### config.mk
export PLATFORM = sky130hd
export DESIGN_NAME = mmio_router
export DESIGN_NICKNAME = d
export VERILOG_FILES = /design/src/rtl/mmio_router_pkg.sv /design/src/rtl/mmio_addr_match.sv /design/src/rtl/mmio_router.sv
export SDC_FILE = /design/constraint.sdc
export NUM_CORES = 1
export LEC_CHECK = 0
export ABC_AREA = 0
export CAP_MARGIN = 20
export CORE_MARGIN = 3
export CORE_UTILIZATION = 41
export DETAILED_ROUTE_END_ITERATION = 6
export GPL_ROUTABILITY_DRIVEN = 0
export PLACE_DENSITY = 0.81
export SLEW_MARGIN = 20
export SYNTH_ARGS = -nofsm -noshare
export SYNTH_HDL_FRONTEND = slang
export SYNTH_SLANG_ARGS = --single-unit
### constraint.sdc
create_clock -name clk -period 4.8 [get_ports clk]
set_clock_uncertainty 0.05 [all_clocks]
set_input_delay 0.72 -clock clk [delete_from_list [all_inputs] [get_ports clk]]
set_output_delay 0.72 -clock clk [all_outputs]
set_load 0.03 [all_outputs]
### src/rtl/mmio_router_pkg.sv
// Shared widths, FSM encoding and default window map for the MMIO router.
package mmio_router_pkg;

  localparam int ADDR_W = 32;
  localparam int XLEN   = 32;

  typedef enum logic [1:0] {
    MMIO_ST_IDLE = 2'd0,
    MMIO_ST_WAIT = 2'd1,
    MMIO_ST_RESP = 2'd2
  } mmio_state_e;

  // Window i lives at bits [i*ADDR_W +: ADDR_W]: RAM, DMA, timer block, external.
  localparam logic [4*ADDR_W-1:0] MMIO_DEF_SLV_BASE =
    {32'h8000_0000, 32'h4000_1000, 32'h4000_0000, 32'h0000_0000};
  localparam logic [4*ADDR_W-1:0] MMIO_DEF_SLV_MASK =
    {32'hF000_0000, 32'hFFFF_F000, 32'hFFFF_FFE0, 32'hFFFF_0000};

  localparam logic [XLEN-1:0] MMIO_ERR_RDATA = 32'hDEAD_BEEF;

  function automatic int unsigned idx_width(input int unsigned n);
    return (n > 1) ? $clog2(n) : 1;
  endfunction

endpackage

### src/rtl/mmio_addr_match.sv
// Address window decoder: mask/compare per window, lowest index wins on overlap.
module mmio_addr_match
  import mmio_router_pkg::*;
#(
  parameter int                         N_SLAVES = 4,
  parameter logic [N_SLAVES*ADDR_W-1:0] SLV_BASE = MMIO_DEF_SLV_BASE,
  parameter logic [N_SLAVES*ADDR_W-1:0] SLV_MASK = MMIO_DEF_SLV_MASK
) (
  input  logic [ADDR_W-1:0]                addr,
  output logic [N_SLAVES-1:0]              onehot,
  output logic [idx_width(N_SLAVES)-1:0]   idx,
  output logic                             unmapped
);

  localparam int IDX_W = idx_width(N_SLAVES);

  logic [N_SLAVES-1:0] hit;

  for (genvar gi = 0; gi < N_SLAVES; gi++) begin : g_hit
    assign hit[gi] = ((addr & SLV_MASK[gi*ADDR_W +: ADDR_W]) == SLV_BASE[gi*ADDR_W +: ADDR_W]);
  end

  // Walk from the top down so the lowest matching index is the last one written.
  always_comb begin
    onehot = '0;
    idx    = '0;
    for (int i = N_SLAVES - 1; i >= 0; i--) begin
      if (hit[i]) begin
        onehot    = '0;
        onehot[i] = 1'b1;
        idx       = IDX_W'(i);
      end
    end
  end

  assign unmapped = ~|hit;

endmodule

### src/rtl/mmio_router.sv
// Routes one CPU data-memory request to one of N_SLAVES windows with a ready
// handshake, bus error on unmapped addresses, slave timeout and a sticky fault record.
module mmio_router
  import mmio_router_pkg::*;
#(
  parameter int                         N_SLAVES  = 4,
  parameter logic [N_SLAVES*ADDR_W-1:0] SLV_BASE  = MMIO_DEF_SLV_BASE,
  parameter logic [N_SLAVES*ADDR_W-1:0] SLV_MASK  = MMIO_DEF_SLV_MASK,
  parameter int                         TIMEOUT   = 256,
  parameter logic [XLEN-1:0]            ERR_RDATA = MMIO_ERR_RDATA
) (
  input  logic                       clk,
  input  logic                       rst_n,
  input  logic                       cpu_mem_req,
  input  logic                       cpu_mem_we,
  input  logic [ADDR_W-1:0]          cpu_mem_addr,
  input  logic [XLEN-1:0]            cpu_mem_wdata,
  output logic [XLEN-1:0]            cpu_mem_rdata,
  output logic                       cpu_mem_ready,
  output logic                       cpu_mem_err,
  output logic [N_SLAVES-1:0]        slv_req,
  output logic                       slv_we,
  output logic [ADDR_W-1:0]          slv_addr,
  output logic [XLEN-1:0]            slv_wdata,
  input  logic [N_SLAVES*XLEN-1:0]   slv_rdata,
  input  logic [N_SLAVES-1:0]        slv_ready,
  output logic                       fault_valid,
  output logic [ADDR_W-1:0]          fault_addr,
  output logic                       fault_timeout,
  input  logic                       fault_clr
);

  localparam int IDX_W = idx_width(N_SLAVES);
  localparam int CNT_W = (TIMEOUT > 0) ? $clog2(TIMEOUT + 1) : 1;
  localparam logic [CNT_W:0] TO_LIMIT = (CNT_W + 1)'(TIMEOUT);

  mmio_state_e          state_q, state_d;
  logic [ADDR_W-1:0]    addr_q, addr_d;
  logic                 we_q, we_d;
  logic [XLEN-1:0]      wdata_q, wdata_d;
  logic [N_SLAVES-1:0]  sel_q, sel_d;
  logic [IDX_W-1:0]     idx_q, idx_d;
  logic [XLEN-1:0]      rdata_q, rdata_d;
  logic                 err_q, err_d;
  logic [CNT_W-1:0]     cnt_q, cnt_d;
  logic                 fault_valid_q, fault_valid_d;
  logic [ADDR_W-1:0]    fault_addr_q, fault_addr_d;
  logic                 fault_timeout_q, fault_timeout_d;

  logic [N_SLAVES-1:0]  match_onehot;
  logic [IDX_W-1:0]     match_idx;
  logic                 match_unmapped;
  logic                 fault_set;
  logic [ADDR_W-1:0]    fault_set_addr;
  logic                 fault_set_to;
  logic                 sel_ready;
  logic [XLEN-1:0]      sel_rdata;
  logic [CNT_W:0]       cnt_inc;

  mmio_addr_match #(
    .N_SLAVES (N_SLAVES),
    .SLV_BASE (SLV_BASE),
    .SLV_MASK (SLV_MASK)
  ) u_match (
    .addr     (cpu_mem_addr),
    .onehot   (match_onehot),
    .idx      (match_idx),
    .unmapped (match_unmapped)
  );

  assign sel_ready = slv_ready[idx_q];
  assign sel_rdata = slv_rdata[idx_q*XLEN +: XLEN];
  assign cnt_inc   = {1'b0, cnt_q} + (CNT_W + 1)'(1);

  always_comb begin
    state_d        = state_q;
    addr_d         = addr_q;
    we_d           = we_q;
    wdata_d        = wdata_q;
    sel_d          = sel_q;
    idx_d          = idx_q;
    rdata_d        = rdata_q;
    err_d          = err_q;
    cnt_d          = cnt_q;
    fault_set      = 1'b0;
    fault_set_addr = addr_q;
    fault_set_to   = 1'b0;

    case (state_q)
      MMIO_ST_IDLE: begin
        if (cpu_mem_req) begin
          addr_d  = cpu_mem_addr;
          we_d    = cpu_mem_we;
          wdata_d = cpu_mem_wdata;
          sel_d   = match_onehot;
          idx_d   = match_idx;
          if (match_unmapped) begin
            err_d          = 1'b1;
            rdata_d        = ERR_RDATA;
            fault_set      = 1'b1;
            fault_set_addr = cpu_mem_addr;
            state_d        = MMIO_ST_RESP;
          end else begin
            err_d   = 1'b0;
            cnt_d   = '0;
            state_d = MMIO_ST_WAIT;
          end
        end
      end

      MMIO_ST_WAIT: begin
        // Ready is checked first so a completion in the timeout cycle still succeeds.
        if (sel_ready) begin
          rdata_d = we_q ? '0 : sel_rdata;
          err_d   = 1'b0;
          state_d = MMIO_ST_RESP;
        end else begin
          cnt_d = (&cnt_q) ? cnt_q : cnt_inc[CNT_W-1:0];
          if ((TIMEOUT > 0) && (cnt_inc == TO_LIMIT)) begin
            rdata_d      = ERR_RDATA;
            err_d        = 1'b1;
            fault_set    = 1'b1;
            fault_set_to = 1'b1;
            state_d      = MMIO_ST_RESP;
          end
        end
      end

      MMIO_ST_RESP: state_d = MMIO_ST_IDLE;

      default: state_d = MMIO_ST_IDLE;
    endcase
  end

  always_comb begin
    fault_valid_d   = fault_set | (fault_valid_q & ~fault_clr);
    fault_addr_d    = fault_set ? fault_set_addr : fault_addr_q;
    fault_timeout_d = fault_set ? fault_set_to   : fault_timeout_q;
  end

  always_ff @(posedge clk or negedge rst_n) begin
    if (!rst_n) begin
      state_q         <= MMIO_ST_IDLE;
      addr_q          <= '0;
      we_q            <= 1'b0;
      wdata_q         <= '0;
      sel_q           <= '0;
      idx_q           <= '0;
      rdata_q         <= '0;
      err_q           <= 1'b0;
      cnt_q           <= '0;
      fault_valid_q   <= 1'b0;
      fault_addr_q    <= '0;
      fault_timeout_q <= 1'b0;
    end else begin
      state_q         <= state_d;
      addr_q          <= addr_d;
      we_q            <= we_d;
      wdata_q         <= wdata_d;
      sel_q           <= sel_d;
      idx_q           <= idx_d;
      rdata_q         <= rdata_d;
      err_q           <= err_d;
      cnt_q           <= cnt_d;
      fault_valid_q   <= fault_valid_d;
      fault_addr_q    <= fault_addr_d;
      fault_timeout_q <= fault_timeout_d;
    end
  end

  // The slave bus is driven straight from the latches so it cannot move during WAIT.
  assign slv_req       = (state_q == MMIO_ST_WAIT) ? sel_q : '0;
  assign slv_we        = we_q;
  assign slv_addr      = addr_q;
  assign slv_wdata     = wdata_q;
  assign cpu_mem_ready = (state_q == MMIO_ST_RESP);
  assign cpu_mem_rdata = cpu_mem_ready ? rdata_q : '0;
  assign cpu_mem_err   = cpu_mem_ready & err_q;
  assign fault_valid   = fault_valid_q;
  assign fault_addr    = fault_addr_q;
  assign fault_timeout = fault_timeout_q;

endmodule

==> results of run 1 <==
-- synth_stat cells (8+ instances only) --
cell | instances | area, µm²
a21oi_1 | 51 | 255
a221o_1 | 8 | 80.1
a221oi_1 | 24 | 210
a31oi_1 | 20 | 125
a41oi_1 | 15 | 131
and2_1 | 54 | 338
and3_1 | 18 | 113
buf_2 | 16 | 80.1
clkbuf_1 | 42 | 158
dfrtp_1 | 149 | 3730
inv_1 | 28 | 105
mux4_2 | 33 | 743
nand2_1 | 209 | 785
nand4_1 | 18 | 113
nor2_1 | 63 | 236
o21ai_0 | 38 | 190
-- metal layers --
metal | wire, µm | part of all wire (%) | track usage [%]
met1 | 11700 | 40 | 35.1
met2 | 14400 | 49 | 44.8
met3 | 2660 | 9.0 | 7.10
met4 | 721 | 2.4 | 8.74
met5 | 0 | 0 | 0
-- kinds of logic after synthesis --
| kind of cell | synth area share, % |
|---|---|
| xor gates and xnor gates | 0.109 |
| muxes | 9.66 |
| and+or+nand+nor | 22.4 |
| DFF | 46.6 |
| buffers and inverters | 5.11 |
| AOI/OAI and AO/OA | 15.7 |
| adders and majority gates | 0.469 |
-- worst paths after layout --
path | cells after the start | end | slack (ps) | from
min | 1 | rdata_q[2] | 320 | rst_n
min reg2reg | 2 | sel_q[3] | 420 | sel_q[3]
max reg2reg | 9 | fault_addr[29] | 1220 | cnt_q[0]
min in group clk | 2 | sel_q[3] | 420 | sel_q[3]
max | 9 | fault_addr[29] | 1220 | cnt_q[0]
max in group asynchronous | 2 | idx_q[0] | 3330 | rst_n
-- power by group through the flow --
stage	logic (W)	clock network [W]	registers [W]
2_1_floorplan	0.000490	0	0.00180
3_3_place_gp	0.00144	0	0.00154
3_5_place_dp	0.00146	0	0.00154
4_1_cts	0.00146	0.00139	0.00153
5_1_grt	0.00154	0.00144	0.00155
6_report	0.00146	0.00136	0.00153
-- final cells by class --
class	count	area share (%)
antenna	2	0.0413
clock buffer	17	3.51
clock inverter	15	1.39
inverter	29	0.897
multi-input combinational	613	32.0
sequential	149	30.7
tap	260	2.68
timing repair buffer	352	28.7
-- critical path, cell delays in order (launching register included) --
cell,delay [ps]
dfrtp_1,430
ha_1,270
and3_1,230
nand3_1,130
nor2_1,70
ha_1,590
nand2_1,190
a2111o_1,840
a2111oi_0,560
nor3_1,80
-- stage by stage --
| stage | setup WS, ps | util, % |
|---|---|---|
| final | 1220 | 64.0 |
| after global routing | 962 | 64.0 |
| after CTS | 1140 | 63.9 |
| after detailed placement | 1160 | 60.8 |
| after global placement | 1280 | 60.8 |
| after floorplan | 2230 | - |
-- flip-flops by register name, summed over array words and instances, names as in the netlist, 2 cells and up --
| name | count |
|---|---|
| slv_wdata | 32 |
| fault_addr | 32 |
| state_q | 2 |
| slv_addr | 32 |
| cnt_q | 9 |
| sel_q | 4 |
| rdata_q | 32 |
| idx_q | 2 |
==> summary.txt, run 1 <==
CTS
  • CTS root buf: clkbuf_16
  • Post-CTS Setup Inserts: 0
  • Post_cts resized: 0
  • Clk buf depth: 2
  • Clock buffer count from CTS: 17
  • Clk pin slew, worst setup/hold paths: 70 ps
  • Post-CTS Hold Buffers: 0
  • # H-tree levels: 4
  • CTS tree: done
  • Insertion delay to the later sink of the worst-skew pair: 420 ps
  • Clock sinks: 149

Finish
  • Commonest non-fill, non-tap cell in the layout: clkdlybuf4s50_1
  • Register area: 0.00373 mm²
  • Share of layout cells above drive strength 1: 8.34%
  • Layout area overhead: 51.6%
  • Most frequent cells in the layout: clkdlybuf4s50_1, nand2_1, dfrtp_1, nor2_1, and2_1
  • Post-route insts no fill: 1437
  • NumNets Final: 1366
  • Fillers: 1516
  • Design Area, Final: 0.0121 mm²
  • Area of the multi-input gates: 0.00388 mm²

Worst setup path
  • CP Capture Type: register
  • Worst Path Max Fanout: 36
  • CP Launch Type: register
  • Critical path data required time: 5040 ps
  • Crit path DAT: 3820 ps
  • CP Class: register to register

Global route
  • Vias in the first global route: 8006
  • Antenna violations before repair: 2
  • Largest net degree at the start of global routing: 96
  • Remaining Overflow, GRT: 0
  • First-pass GRT wire length: 46.1 mm
  • Gr usage total: 27.2%

Logic synthesis
  • Number of distinct library cells after synthesis: 53
  • Dominant synthesized flop cell: dfrtp_1
  • Yosys Warn Count: 0
  • #FFs+latches synth: 149
  • Seq/Total Area, Yosys: 46.6%
  • Ys async rst share: 100%
  • Post-Syn Nets: 1063
  • Netlist Area Pre-Place: 0.00800 mm²
  • Post-synth EDFFs: 0
  • Post-synthesis instance total: 859
  • Mean Syn Cell Area: 9.31 µm²

Power and ir drop
  • Pleak: 5.22 nW
  • Sw frac: 34.9%
  • Seq pwr share: 35.2%
  • Int Pwr: 0.00283 W
  • Cell Pwr Density: 358 mW/mm²
  • Switching power: 0.00152 W
  • Maximum vdd drop: 245 µV
  • Share of power burned in the clock network: 31.3%
  • Pwr Total: 0.00435 W
  • Power share of the combinational group: 33.5%

Timing
  • Slew Viols, Final: 0
  • # setup viols final: 0
  • Final min period: 3580 ps
  • Worst slew margin: 30.3%
  • Max Clk Rate: 280 MHz
  • Setup tns final: 0 ps
  • Fin crit share: 74.5%
  • RSZ-0062 raised after global routing: false
  • Worst hold slack: 324 ps
  • Final hold violations: 0
  • Worst Max-Slew Pin Slew: 1050 ps

Place
  • DP Area: 0.0115 mm²
  • Post-placement cell count: 1403
  • DP Wirelength: 21.0 mm
  • PortBufs: 337

Min path
  • HP Class: input pin to asynchronous set/reset pin

Floorplan
  • Die width: 146 µm
  • Core area: 0.0190 mm²
  • Initial Util: 42.2%
  • Number of cell rows: 50
  • Die height: 146 µm
  • I/O pin cnt: 338
  • Die area: 0.0212 mm²

Detailed routing
  • TritonRoute pass-1 iters: 5
  • Post-route ant nets: 0
  • Average wire per cell in the routed design: 20.5 µm
  • Vias: 8059
  • Total Routed Length: 29.5 mm
  • Vias per inst: 5.61
  • # DRC: 0
  • 1st-iter DRT viols: 736

Status
  • Status: finished, final reports clean

Run
  • Max_cap viols: 0
Power figures use the tool's default switching activity.
==> run 2: changes to the inputs <==
Clock period 4.8 ns to 3.6 ns, I/O delays scaled along.
==> run 2 against run 1 <==
Setup slack worse by 690 ps. Sequential cell count stayed put. Worst hold slack worse by 260 ps. Non-clock buffer count is 10 higher. Largest cell class unchanged. Final cell count is 0.77% higher. Clock power is 26% higher. Die area stayed put.
==> summary.txt, run 2 (synthesis gave the netlist of run 1 again) <==
Worst setup path
  • Worst R2R End: fault_addr[29] (unchanged)
  • CP Class: register to register (unchanged)
  • CP Launch Type: register (unchanged)
  • Reg-to-reg setup timing slack: 530 ps (was 1220 ps)
  • Crit. Startpoint: cnt_q[0] (unchanged)
  • Worst r2r src: cnt_q[0] (unchanged)
  • CP Capture Type: register (unchanged)
  • R2R depth: 9 (unchanged)
  • Critical path data required time: 3840 ps (was 5040 ps)
  • Crit path DAT: 3310 ps (was 3820 ps)
  • Crit path capture: fault_addr[29] (unchanged)
  • Worst Path Max Fanout: 16 (was 36)

CTS
  • # H-tree levels: 4 (unchanged)
  • Clock buffer count from CTS: 17 (unchanged)
  • Clk pin slew, worst setup/hold paths: 70 ps (about the same)
  • Post-CTS Hold Buffers: 0 (unchanged)
  • Post-CTS Setup Inserts: 0 (unchanged)
  • Insertion delay to the later sink of the worst-skew pair: 420 ps (about the same)
  • Post_cts resized: 0 (unchanged)
  • CTS root buf: clkbuf_16 (unchanged)
  • CTS tree: done (unchanged)
  • Clk buf depth: 2 (unchanged)
  • Clock sinks: 149 (unchanged)

Floorplan
  • Die width: 146 µm (unchanged)
  • Die area: 0.0212 mm² (unchanged)
  • Die height: 146 µm (unchanged)
  • Number of cell rows: 50 (unchanged)
  • I/O pin cnt: 338 (unchanged)
  • Initial Util: 42.2% (unchanged)
  • Core area: 0.0190 mm² (unchanged)

Power and ir drop
  • Share of power burned in the clock network: 30.1% (was 31.3%)
  • Switching power: 0.00205 W (was 0.00152 W)
  • Seq pwr share: 35.6% (was 35.2%)
  • Maximum vdd drop: 308 µV (was 245 µV)
  • Int Pwr: 0.00366 W (was 0.00283 W)
  • Sw frac: 35.9% (was 34.9%)
  • Pleak: 5.26 nW (was 5.22 nW)
  • Pwr Total: 0.00571 W (was 0.00435 W)
  • Cell Pwr Density: 468 mW/mm² (was 358 mW/mm²)
  • Power share of the combinational group: 34.3% (was 33.5%)

Detailed routing
  • Vias: 8058 (was 8059)
  • 1st-iter DRT viols: 640 (was 736)
  • # DRC: 0 (unchanged)
  • TritonRoute pass-1 iters: 5 (unchanged)
  • Post-route ant nets: 0 (unchanged)
  • Average wire per cell in the routed design: 20.6 µm (was 20.5 µm)
  • Vias per inst: 5.56 (was 5.61)
  • Total Routed Length: 29.9 mm (was 29.5 mm)

Min path
  • HP Class: input pin to asynchronous set/reset pin (unchanged)

Status
  • Status: finished, final reports clean (unchanged)

Global route
  • Vias in the first global route: 8111 (was 8006)
  • Largest net degree at the start of global routing: 72 (was 96)
  • Antenna violations before repair: 5 (was 2)
  • Remaining Overflow, GRT: 0 (unchanged)
  • First-pass GRT wire length: 47.1 mm (was 46.1 mm)
  • Gr usage total: 27.9% (was 27.2%)

Finish
  • Design Area, Final: 0.0122 mm² (was 0.0121 mm²)
  • Layout area overhead: 52.4% (was 51.6%)
  • Fillers: 1521 (was 1516)
  • Register area: 0.00373 mm² (unchanged)
  • Share of layout cells above drive strength 1: 9.03% (was 8.34%)
  • NumNets Final: 1376 (was 1366)
  • Most frequent cells in the layout: clkdlybuf4s50_1, nand2_1, dfrtp_1, nor2_1, and2_1 (unchanged)
  • Commonest non-fill, non-tap cell in the layout: clkdlybuf4s50_1 (unchanged)
  • Area of the multi-input gates: 0.00388 mm² (about the same)

Timing
  • # setup viols final: 0 (unchanged)
  • Worst slew margin: 40.4% (was 30.3%)
  • Setup tns final: 0 ps (unchanged)
  • Final min period: 3070 ps (was 3580 ps)
  • Slew Viols, Final: 0 (unchanged)
  • Fin crit share: 85.2% (was 74.5%)
  • Final hold violations: 0 (unchanged)
  • Max Clk Rate: 326 MHz (was 280 MHz)
  • RSZ-0062 raised after global routing: false (unchanged)
  • Worst Max-Slew Pin Slew: 894 ps (was 1050 ps)

Place
  • DP Wirelength: 21.4 mm (was 21.0 mm)
  • PortBufs: 337 (unchanged)
  • DP Area: 0.0116 mm² (was 0.0115 mm²)

Run
  • Max_cap viols: 0 (unchanged)
run 2: cell types whose count changed in the layout (fill, tap and decap cells not counted), moves of 2 or more:
cell        previous run  this run
buf_12                 0         2
bufinv_16              2         0
buf_4                 15        23
clkinvlp_4             3         1
inv_8                  1         4
run 2: worst min path at each step:
stage | startpoint | endpoint | slack, ps | depth (start not counted)
6_report | rst_n | rdata_q[2] | 60 | 1
5_1_grt | rst_n | slv_wdata[12] | 120 | 1
4_1_cts | rst_n | slv_wdata[3] | 90 | 1
3_5_place_dp | slv_wdata[2] | slv_wdata[2] | 410 | 2
3_3_place_gp | slv_wdata[17] | slv_wdata[17] | 410 | 2
2_1_floorplan | rst_n | cnt_q[0] | 190 | 0
run 2: layout make-up:
cell class | instances | share of cell area (%)
Clock inverter | 14 | 1.08
Timing Repair Buffer | 362 | 29.4
Multi-Input combinational cell | 613 | 31.8
Tap cell | 260 | 2.67
Inverter | 29 | 0.893
Sequential cell | 149 | 30.6
Clock buffer | 18 | 3.52
Antenna cell | 3 | 0.0616
run 2: metal layers:
metal | share of wire (%) | vias to the layer above | GRT usage (%)
li1 | - | 3661 | -
met1 | 39 | 3923 | 35.6
met2 | 50 | 425 | 46.5
met3 | 8.6 | 45 | 7.38
met4 | 2.2 | 4 | 8.78
met5 | 0.11 | - | 0
run 2: worst max-delay path, cell delays in order (launching register included):
cell       delay (ps)
dfrtp_1           430
ha_1              280
and3_1            230
nand3_1           140
nor2_1             70
ha_1              290
nand2_1           110
a2111o_1          680
a2111oi_0         550
nor3_1             90
run 2: power by group through the flow:
| stage | registers [W] | logic, W | clock network (W) |
|---|---|---|---|
| 2_1_floorplan | 0.00241 | 0.000654 | 0 |
| 3_3_place_gp | 0.00205 | 0.00194 | 0 |
| 3_5_place_dp | 0.00205 | 0.00196 | 0 |
| 4_1_cts | 0.00203 | 0.00197 | 0.00174 |
| 5_1_grt | 0.00206 | 0.00207 | 0.00182 |
| 6_report | 0.00203 | 0.00196 | 0.00172 |
run 2: per-stage QoR:
| step | utilization [%] | cells | hold WS [ps] | setup WS, ps |
|---|---|---|---|---|
| after global placement | 61.3 | 1413 | 407 | 425 |
| after global routing | 64.3 | 1448 | 119 | 439 |
| final | 64.3 | 1448 | 59.4 | 534 |
| after detailed placement | 61.3 | 1413 | 412 | 351 |
| after floorplan | - | 859 | 194 | 1030 |
| after CTS | 64.3 | 1445 | 91.2 | 637 |
